===== config.mk =====
export PLATFORM = sky130hd
export DESIGN_NAME = fetch_stage
export DESIGN_NICKNAME = d
export VERILOG_FILES = /design/src/rtl/fetch_stage.sv
export SDC_FILE = /design/constraint.sdc
export NUM_CORES = 1
export LEC_CHECK = 0
export ABC_AREA = 1
export BUFFER_PORTS_ARGS = -buffer_cell sky130_fd_sc_hd__buf_2
export CORE_MARGIN = 2
export CORE_UTILIZATION = 50
export CTS_CLUSTER_DIAMETER = 100
export DETAILED_ROUTE_END_ITERATION = 16
export PLACE_DENSITY_LB_ADDON = 0.2
export SLEW_MARGIN = 5
export SYNTH_ARGS = -nofsm -noshare
export SYNTH_HDL_FRONTEND = slang
export SYNTH_SLANG_ARGS = --single-unit

===== constraint.sdc =====
create_clock -name f_clk -period 4.02 [get_ports f_clk]
set_input_delay 0.804 -clock f_clk [delete_from_list [all_inputs] [get_ports f_clk]]
set_output_delay 0.804 -clock f_clk [all_outputs]
set_load 0.02 [all_outputs]

===== src/rtl/fetch_stage.sv =====
// fetch_stage: owns the PC and runs a single-outstanding imem req/ack fetch with a 1-entry skid buffer.
// A redirect taken while a request is in flight parks its target until the stale ack is dropped.
module fetch_stage #(
    parameter int IWIDTH = 32,
    parameter int PC_WIDTH = 32,
    parameter logic [PC_WIDTH-1:0] RESET_PC = '0
) (
    input  logic                f_clk,
    input  logic                f_rst,
    output logic                f_o_imem_req,
    output logic [PC_WIDTH-1:0] f_o_imem_addr,
    input  logic                f_i_imem_ack,
    input  logic [IWIDTH-1:0]   f_i_imem_data,
    input  logic                f_i_change_pc,
    input  logic [PC_WIDTH-1:0] f_i_new_pc,
    input  logic                f_i_stall,
    output logic [IWIDTH-1:0]   f_o_instr,
    output logic [PC_WIDTH-1:0] f_o_pc,
    output logic                f_o_ce
);
    typedef enum logic [1:0] {RST, FETCH, DISCARD} state_t;
    state_t state_q, state_d;
    logic [PC_WIDTH-1:0] pc_q, pc_d, pend_q, pend_d, opc_q, opc_d, skid_pc_q, skid_pc_d, target;
    logic [IWIDTH-1:0] instr_q, instr_d, skid_instr_q, skid_instr_d;
    logic ce_q, ce_d, skid_v_q, skid_v_d, req, accept;
    assign req = (state_q == FETCH && !skid_v_q) || state_q == DISCARD;
    assign accept = state_q == FETCH && req && f_i_imem_ack && !f_i_change_pc;
    assign target = f_i_new_pc & ~PC_WIDTH'(3);
    assign f_o_imem_req = req;
    assign f_o_imem_addr = pc_q;
    assign f_o_instr = instr_q;
    assign f_o_pc = opc_q;
    assign f_o_ce = ce_q;
    always_comb begin
        state_d = state_q;
        pc_d = pc_q;
        pend_d = pend_q;
        case (state_q)
            RST: begin
                state_d = FETCH;
                pc_d = f_i_change_pc ? target : pc_q;
            end
            FETCH: begin
                // the in-flight address must stay on the bus, so park the target instead
                if (f_i_change_pc && req && !f_i_imem_ack) begin
                    state_d = DISCARD;
                    pend_d = target;
                end else if (f_i_change_pc) pc_d = target;
                else if (accept) pc_d = pc_q + PC_WIDTH'(4);
            end
            DISCARD: begin
                state_d = f_i_imem_ack ? FETCH : DISCARD;
                pend_d = f_i_change_pc ? target : pend_q;
                pc_d = f_i_imem_ack ? pend_d : pc_q;
            end
            default: state_d = RST;
        endcase
    end
    always_comb begin
        instr_d = instr_q;
        opc_d = opc_q;
        ce_d = ce_q;
        skid_instr_d = skid_instr_q;
        skid_pc_d = skid_pc_q;
        skid_v_d = skid_v_q;
        if (f_i_change_pc) begin
            ce_d = 1'b0;
            skid_v_d = 1'b0;
        end else if (accept && f_i_stall && ce_q) begin
            skid_instr_d = f_i_imem_data;
            skid_pc_d = pc_q;
            skid_v_d = 1'b1;
        end else if (accept) begin
            instr_d = f_i_imem_data;
            opc_d = pc_q;
            ce_d = 1'b1;
        end else if (!f_i_stall) begin
            instr_d = skid_v_q ? skid_instr_q : instr_q;
            opc_d = skid_v_q ? skid_pc_q : opc_q;
            ce_d = skid_v_q;
            skid_v_d = 1'b0;
        end
    end
    always_ff @(posedge f_clk) begin
        if (f_rst) begin
            state_q <= RST;
            pc_q <= RESET_PC;
            pend_q <= '0;
            instr_q <= '0;
            opc_q <= '0;
            ce_q <= 1'b0;
            skid_instr_q <= '0;
            skid_pc_q <= '0;
            skid_v_q <= 1'b0;
        end else begin
            state_q <= state_d;
            pc_q <= pc_d;
            pend_q <= pend_d;
            instr_q <= instr_d;
            opc_q <= opc_d;
            ce_q <= ce_d;
            skid_instr_q <= skid_instr_d;
            skid_pc_q <= skid_pc_d;
            skid_v_q <= skid_v_d;
        end
    end
endmodule

==> impl_metrics.toml, run 1 <==
[status]
outcome = "completed"

[global_routing]
track_usage_pct = 27.52
antenna_found_initial = 0
overflow = 0
grt_pass1_vias = 8802
grt_max_degree = 101
grt_pass1_wl_um = 45020

[floorplanning]
coreArea_um2 = 18710
die_area_um2 = 20180
die_h_um = 142.1
start_util_pct = 50.96
ioPinCount = 167
die-width_um = 142.1
rows = 50

[hold_path]
hold_class = "flip-flop to flip-flop"

[cells_and_area]
most-common-layout-cells = "nand2_1, dfxtp_1, a21oi_1"
final_common_cell = "nand2_1"
diodes = 0
fill_cells = 1788
drive_above_1_share_pct = 15.02
nets = 1612
syn_to_final_growth_pct = 15.44
multiInputGateArea_um2 = 5011
seqCellArea_um2 = 3924

[synth]
ys_seq_area_share_pct = 41.17
synthCells = 1442
yosys-top-cells-area = "dfxtp_1, nand2_1, a21oi_1, nor2_1, o21ai_0"
synth.avg_cell_area_um2 = 6.610
synth_top_cell_by_area = "dfxtp_1"
synth_top_area_share_pct = 41.17
ys_types = 33
synth_nets = 1516
syn_area_um2 = 9532
ys_ff_latch = 196
yosysWarnings = 0

[sta]
skew_ns = 0.01259
fin_crit_sh_pct = 80.12
rsz0062_at_grt = "false"
setup_ws_ns = 0.7994
tns_ns = 0
fin_crit_ns = 3.221
hold_violations = 0
setup_viol = 0
fmax_ghz = 0.3105
drv_slew = 0
worst_pin_slew_ns = 0.9395
relSlewSlack_pct = 37.36

[clocking]
cts_tree = "yes"
cts.repair.resized = 0
hold_buffers = 0
clock-root-buffer = "clkbuf_16"
cts-htree-levels = 4
post_cts_buffers = 0
clk_latency_ns = 0.43
cts_made_buffers = 17
cts.reportedPaths.clkPinSlew_ns = 0.08
clockBufferDepth = 2
cts_sinks = 196

[setup_path]
cp.required_ns = 4.39
crit_fanout = 45
critPathLaunchType = "flip-flop"
critPathArrivalTime_ns = 3.59
path_class = "flip-flop to flip-flop"
endpoint_kind = "flip-flop"

[detailed_routing]
firstDrtPassIters = 5
drcViolationCount = 0
vias_per_cell = 5.596
drt_iter0_drc = 1020
finalWirelength_um = 28210
drtAntennaViolNets = 0
dr_total_vias = 9988
wl_per_cell_um = 15.80

[power]
p_per_area_nw_per_um2 = 654.2
leakage_nw = 4.412
vdd_ir_drop_max_mv = 0.5471

[placement]
post-place-ws_ns = 0.8585
portBuffers = 164
hpwl_um = 18000
finalWeightedCongestion = 0.8889

[flow_run]
max_cap_viol_count = 0
-- Yosys cell counts --
cell	count
ha_1	5
o21ai_0	106
nand3_1	36
dfxtp_1	196
and2_1	1
nor2_1	155
o21ai_1	12
inv_2	5
o21ai_4	1
buf_4	1
a31oi_1	52
clkbuf_1	82
nor2_2	1
o22ai_1	1
a21boi_0	1
a21oi_1	170
clkinv_1	2
buf_2	18
o211ai_1	4
nand3b_1	1
o2111ai_1	1
xor2_1	4
inv_1	43
nand3_2	2
a2111oi_0	1
a211oi_1	27
buf_1	7
a21o_1	2
nand4_1	42
nand2_1	456
or2_2	4
o211a_1	1
o221ai_1	2
-- logic make-up after synthesis --
family / synth area share, %
flip-flops: 41.17
AO/OA/AOI/OAI: 21.92
AND/OR/NAND/NOR: 29.39
adder cells (fa/ha/maj): 0.6563
XOR/XNOR: 0.3675
buffers and inverters: 6.498
-- stage by stage --
stage / hold WS, ns / util, % / power (mW) / area [um2] / std cells
floorplan: 0.4410 / - / 4.553 / 9532 / 1442
global route: 0.4771 / 58.82 / 7.637 / 11000 / 1785
finish: 0.4604 / 58.82 / 7.198 / 11000 / 1785
CTS: 0.4636 / 58.82 / 7.171 / 11000 / 1785
global placement: 0.4480 / 55.70 / 5.473 / 10420 / 1753
detailed placement: 0.4535 / 55.70 / 5.497 / 10420 / 1753
-- flip-flops by register name, indices dropped and copies added (netlist names) --
register,cells
skid_v_q,1
state_q,2
pend_q,32
f_o_instr,32
f_o_imem_addr,32
f_o_pc,32
f_o_ce,1
skid_instr_q,32
skid_pc_q,32
-- critical path, cell delays in order (launching register included) --
cell	delay, ns
dfxtp_1	0.36
inv_1	0.11
ha_1	0.52
inv_2	0.11
o21ai_4	0.11
buf_4	0.46
a31oi_1	0.35
nor2_4	0.59
buf_12	0.26
o21ai_0	0.10
a31oi_1	0.16
-- routing by layer --
metal	vias up	track usage (%)	share of wire [%]
li1	5032	-	-
met1	4549	40.92	47
met2	373	41.27	44
met3	34	3.297	6.8
met4	0	9.211	1.7
met5	-	0	0
-- cell type report --
type | instances | share of cell area (%)
Inverter | 50 | 1.706
Clock inverter | 13 | 1.285
Multi-Input combinational cell | 1088 | 45.54
Tap cell | 234 | 2.661
Timing Repair Buffer | 185 | 9.120
Clock buffer | 19 | 4.025
Sequential cell | 196 | 35.66
-- power by group --
group | internal (mW) | switching [mW]
Sequential | 2.24 | 0.424
Clock | 0.846 | 0.827
Combinational | 0.890 | 1.97
-- path summary, 6_finish.rpt --
| kind | slack, ns | startpoint | depth (start not counted) | endpoint |
|---|---|---|---|---|
| max | 0.80 | state_q[0] | 10 | pend_q[11] |
| min | 0.46 | skid_instr_q[16] | 2 | skid_instr_q[16] |
| max reg2reg | 0.80 | state_q[0] | 10 | pend_q[11] |
| min reg2reg | 0.46 | skid_instr_q[16] | 2 | skid_instr_q[16] |
Power figures use the tool's default switching activity.
==> inputs of run 2 (changes only) <==
Clock period 4.02 ns to 2.8 ns, I/O delays scaled along.
==> run 2 against run 1 <==
Against the previous run: utilization up 0.70 points; setup slack worse by 0.68 ns; design area up 1.2%; critical path depth down 4; register-to-register slack worse by 0.52 ns; non-clock buffer count up 6; total power up 46%; count of clock-buffer cells in the layout down 2; clock skew up 0.0018 ns; worst hold slack worse by 0.096 ns.
==> impl_metrics.toml, run 2 (synthesis gave the netlist of run 1 again) <==
[status]
outcome = "completed"

[clocking]
cts_tree = "yes"
clockBufferDepth = 2
cts-htree-levels = 4
clk_latency_ns = 0.45
hold_buffers = 0
clock-root-buffer = "clkbuf_16"
cts_sinks = 196
post_cts_buffers = 0
cts.reportedPaths.clkPinSlew_ns = 0.08
cts_made_buffers = 17
cts.repair.resized = 1

[sta]
fin_crit_sh_pct = 95.75
fmax_ghz = 0.3730
worst_pin_slew_ns = 1.084
hold_slack_ns = 0.3644
skew_ns = 0.01439
drv_slew = 0
rsz0062_at_grt = "false"
relSlewSlack_pct = 27.72
hold_violations = 0
setup_viol = 0
fin_crit_ns = 2.681
tns_ns = 0

[cells_and_area]
syn_to_final_growth_pct = 16.80
final_cells = 1791
drive_above_1_share_pct = 15.41
most-common-layout-cells = "nand2_1, dfxtp_1, a21oi_1"
diodes = 0
final_common_cell = "nand2_1"
utilization_pct = 59.52
nets = 1618

[setup_path]
cp-endpoint = "f_o_imem_req"
rr_startpoint = "state_q[1]"
cp.depth = 6
critPathArrivalTime_ns = 2.12
crit_family = "buffers and inverters"
max_stage_delay_ns = 0.35
endpoint_kind = "output port"
cp.required_ns = 2.24
crit_fanout = 42
crit_slowest_cell = "ha_1"
crit_chain = "inv_1, ha_1, inv_2, o21ai_4, buf_8, buf_2"
path_class = "flip-flop to output port"
worst-path-buf-inv = 4
crit_start = "state_q[1]"
rr_worst_depth = 10
r2r_setup_slack_ns = 0.28
reg2reg_to = "skid_v_q"
critPathLaunchType = "flip-flop"

[power]
total_power_mw = 10.49
power_frac_clock_pct = 24.1
leakage_nw = 4.482
p_seq_share_pct = 36.3
pwr-share-comb_pct = 39.6
vdd_ir_drop_max_mv = 0.6960
p_per_area_nw_per_um2 = 942.0
p_int_mw = 5.828
swShare_pct = 44.43
p_switching_mw = 4.659

[detailed_routing]
wl_per_cell_um = 15.72
finalWirelength_um = 28160
dr_total_vias = 9938
drt_iter0_drc = 965
firstDrtPassIters = 6
drtAntennaViolNets = 0
vias_per_cell = 5.549
drcViolationCount = 0

[floorplanning]
die_area_um2 = 20180
coreArea_um2 = 18710
die-width_um = 142.1
die_h_um = 142.1
rows = 50
ioPinCount = 167
start_util_pct = 50.96

[placement]
portBuffers = 164
finalWeightedCongestion = 0.9195
place_inst = 1759
hpwl_um = 18380

[global_routing]
grt_pass1_vias = 8884
grt_max_degree = 96
overflow = 0
grt_pass1_wl_um = 45240
track_usage_pct = 27.78
antenna_found_initial = 0

[hold_path]
hold_class = "input port to flip-flop"

[flow_run]
max_cap_viol_count = 0
-- run 2: cell types whose count changed in the layout (fill, tap and decap cells not counted) --
cell	delta
buf_12	+4
buf_4	+1
buf_8	+1
bufinv_16	+1
clkbuf_1	-1
clkbuf_8	-1
clkinv_2	+1
clkinv_4	-1
clkinv_8	+1
clkinvlp_4	-2
inv_6	+2
-- run 2: power by group through the flow --
stage	registers [mW]	clock network [mW]	logic (mW)
2_1_floorplan	3.94	0	2.59
3_3_place_gp	3.84	0	4.03
3_5_place_dp	3.84	0	4.07
4_1_cts	3.78	2.56	4.09
5_1_grt	3.86	2.66	4.62
6_report	3.81	2.53	4.15
-- run 2: worst min-delay path by stage --
| stage | start | slack [ns] | cells after the start | to |
|---|---|---|---|---|
| 3_5_place_dp | skid_instr_q[17] | 0.45 | 2 | skid_instr_q[17] |
| 2_1_floorplan | skid_instr_q[0] | 0.44 | 2 | skid_instr_q[0] |
| 6_report | f_i_imem_data[17] | 0.36 | 3 | skid_instr_q[17] |
| 4_1_cts | f_i_imem_data[17] | 0.36 | 3 | skid_instr_q[17] |
| 3_3_place_gp | skid_instr_q[8] | 0.45 | 2 | skid_instr_q[8] |
| 5_1_grt | f_i_imem_data[17] | 0.35 | 3 | skid_instr_q[17] |
-- run 2: worst min-delay path, stage by stage --
cell and delay, ns:
buf_2 0.11, nand2_1 0.05, a21oi_1 0.05
-- run 2: final cells by class --
type	count	area [um2]
multi-input cells	1088	5011
clock inverters	15	186.4
repair buffers	191	1106
well taps	234	292.8
inverters	50	187.7
flip-flops and latches	196	3924
fillers	1785	7572
clock buffers	17	425.4
-- run 2: layer usage --
metal  vias up  part of all wire (%)  track usage, %
met4         0                   1.5           8.684
met5         -                     0               0
li1       5035                     -               -
met1      4471                    46           40.63
met3        31                   8.1           4.845
met2       401                    44           41.67
-- run 2: through the flow --
| stage | instance area, um2 | setup WS, ns |
|---|---|---|
| 2_1_floorplan | 9532 | 0.7827 |
| 3_3_place_gp | 10510 | 0.2783 |
| 3_5_place_dp | 10510 | 0.2799 |
| 4_1_cts | 11130 | 0.1041 |
| 5_1_grt | 11130 | 0.03362 |
| 6_report | 11130 | 0.1189 |
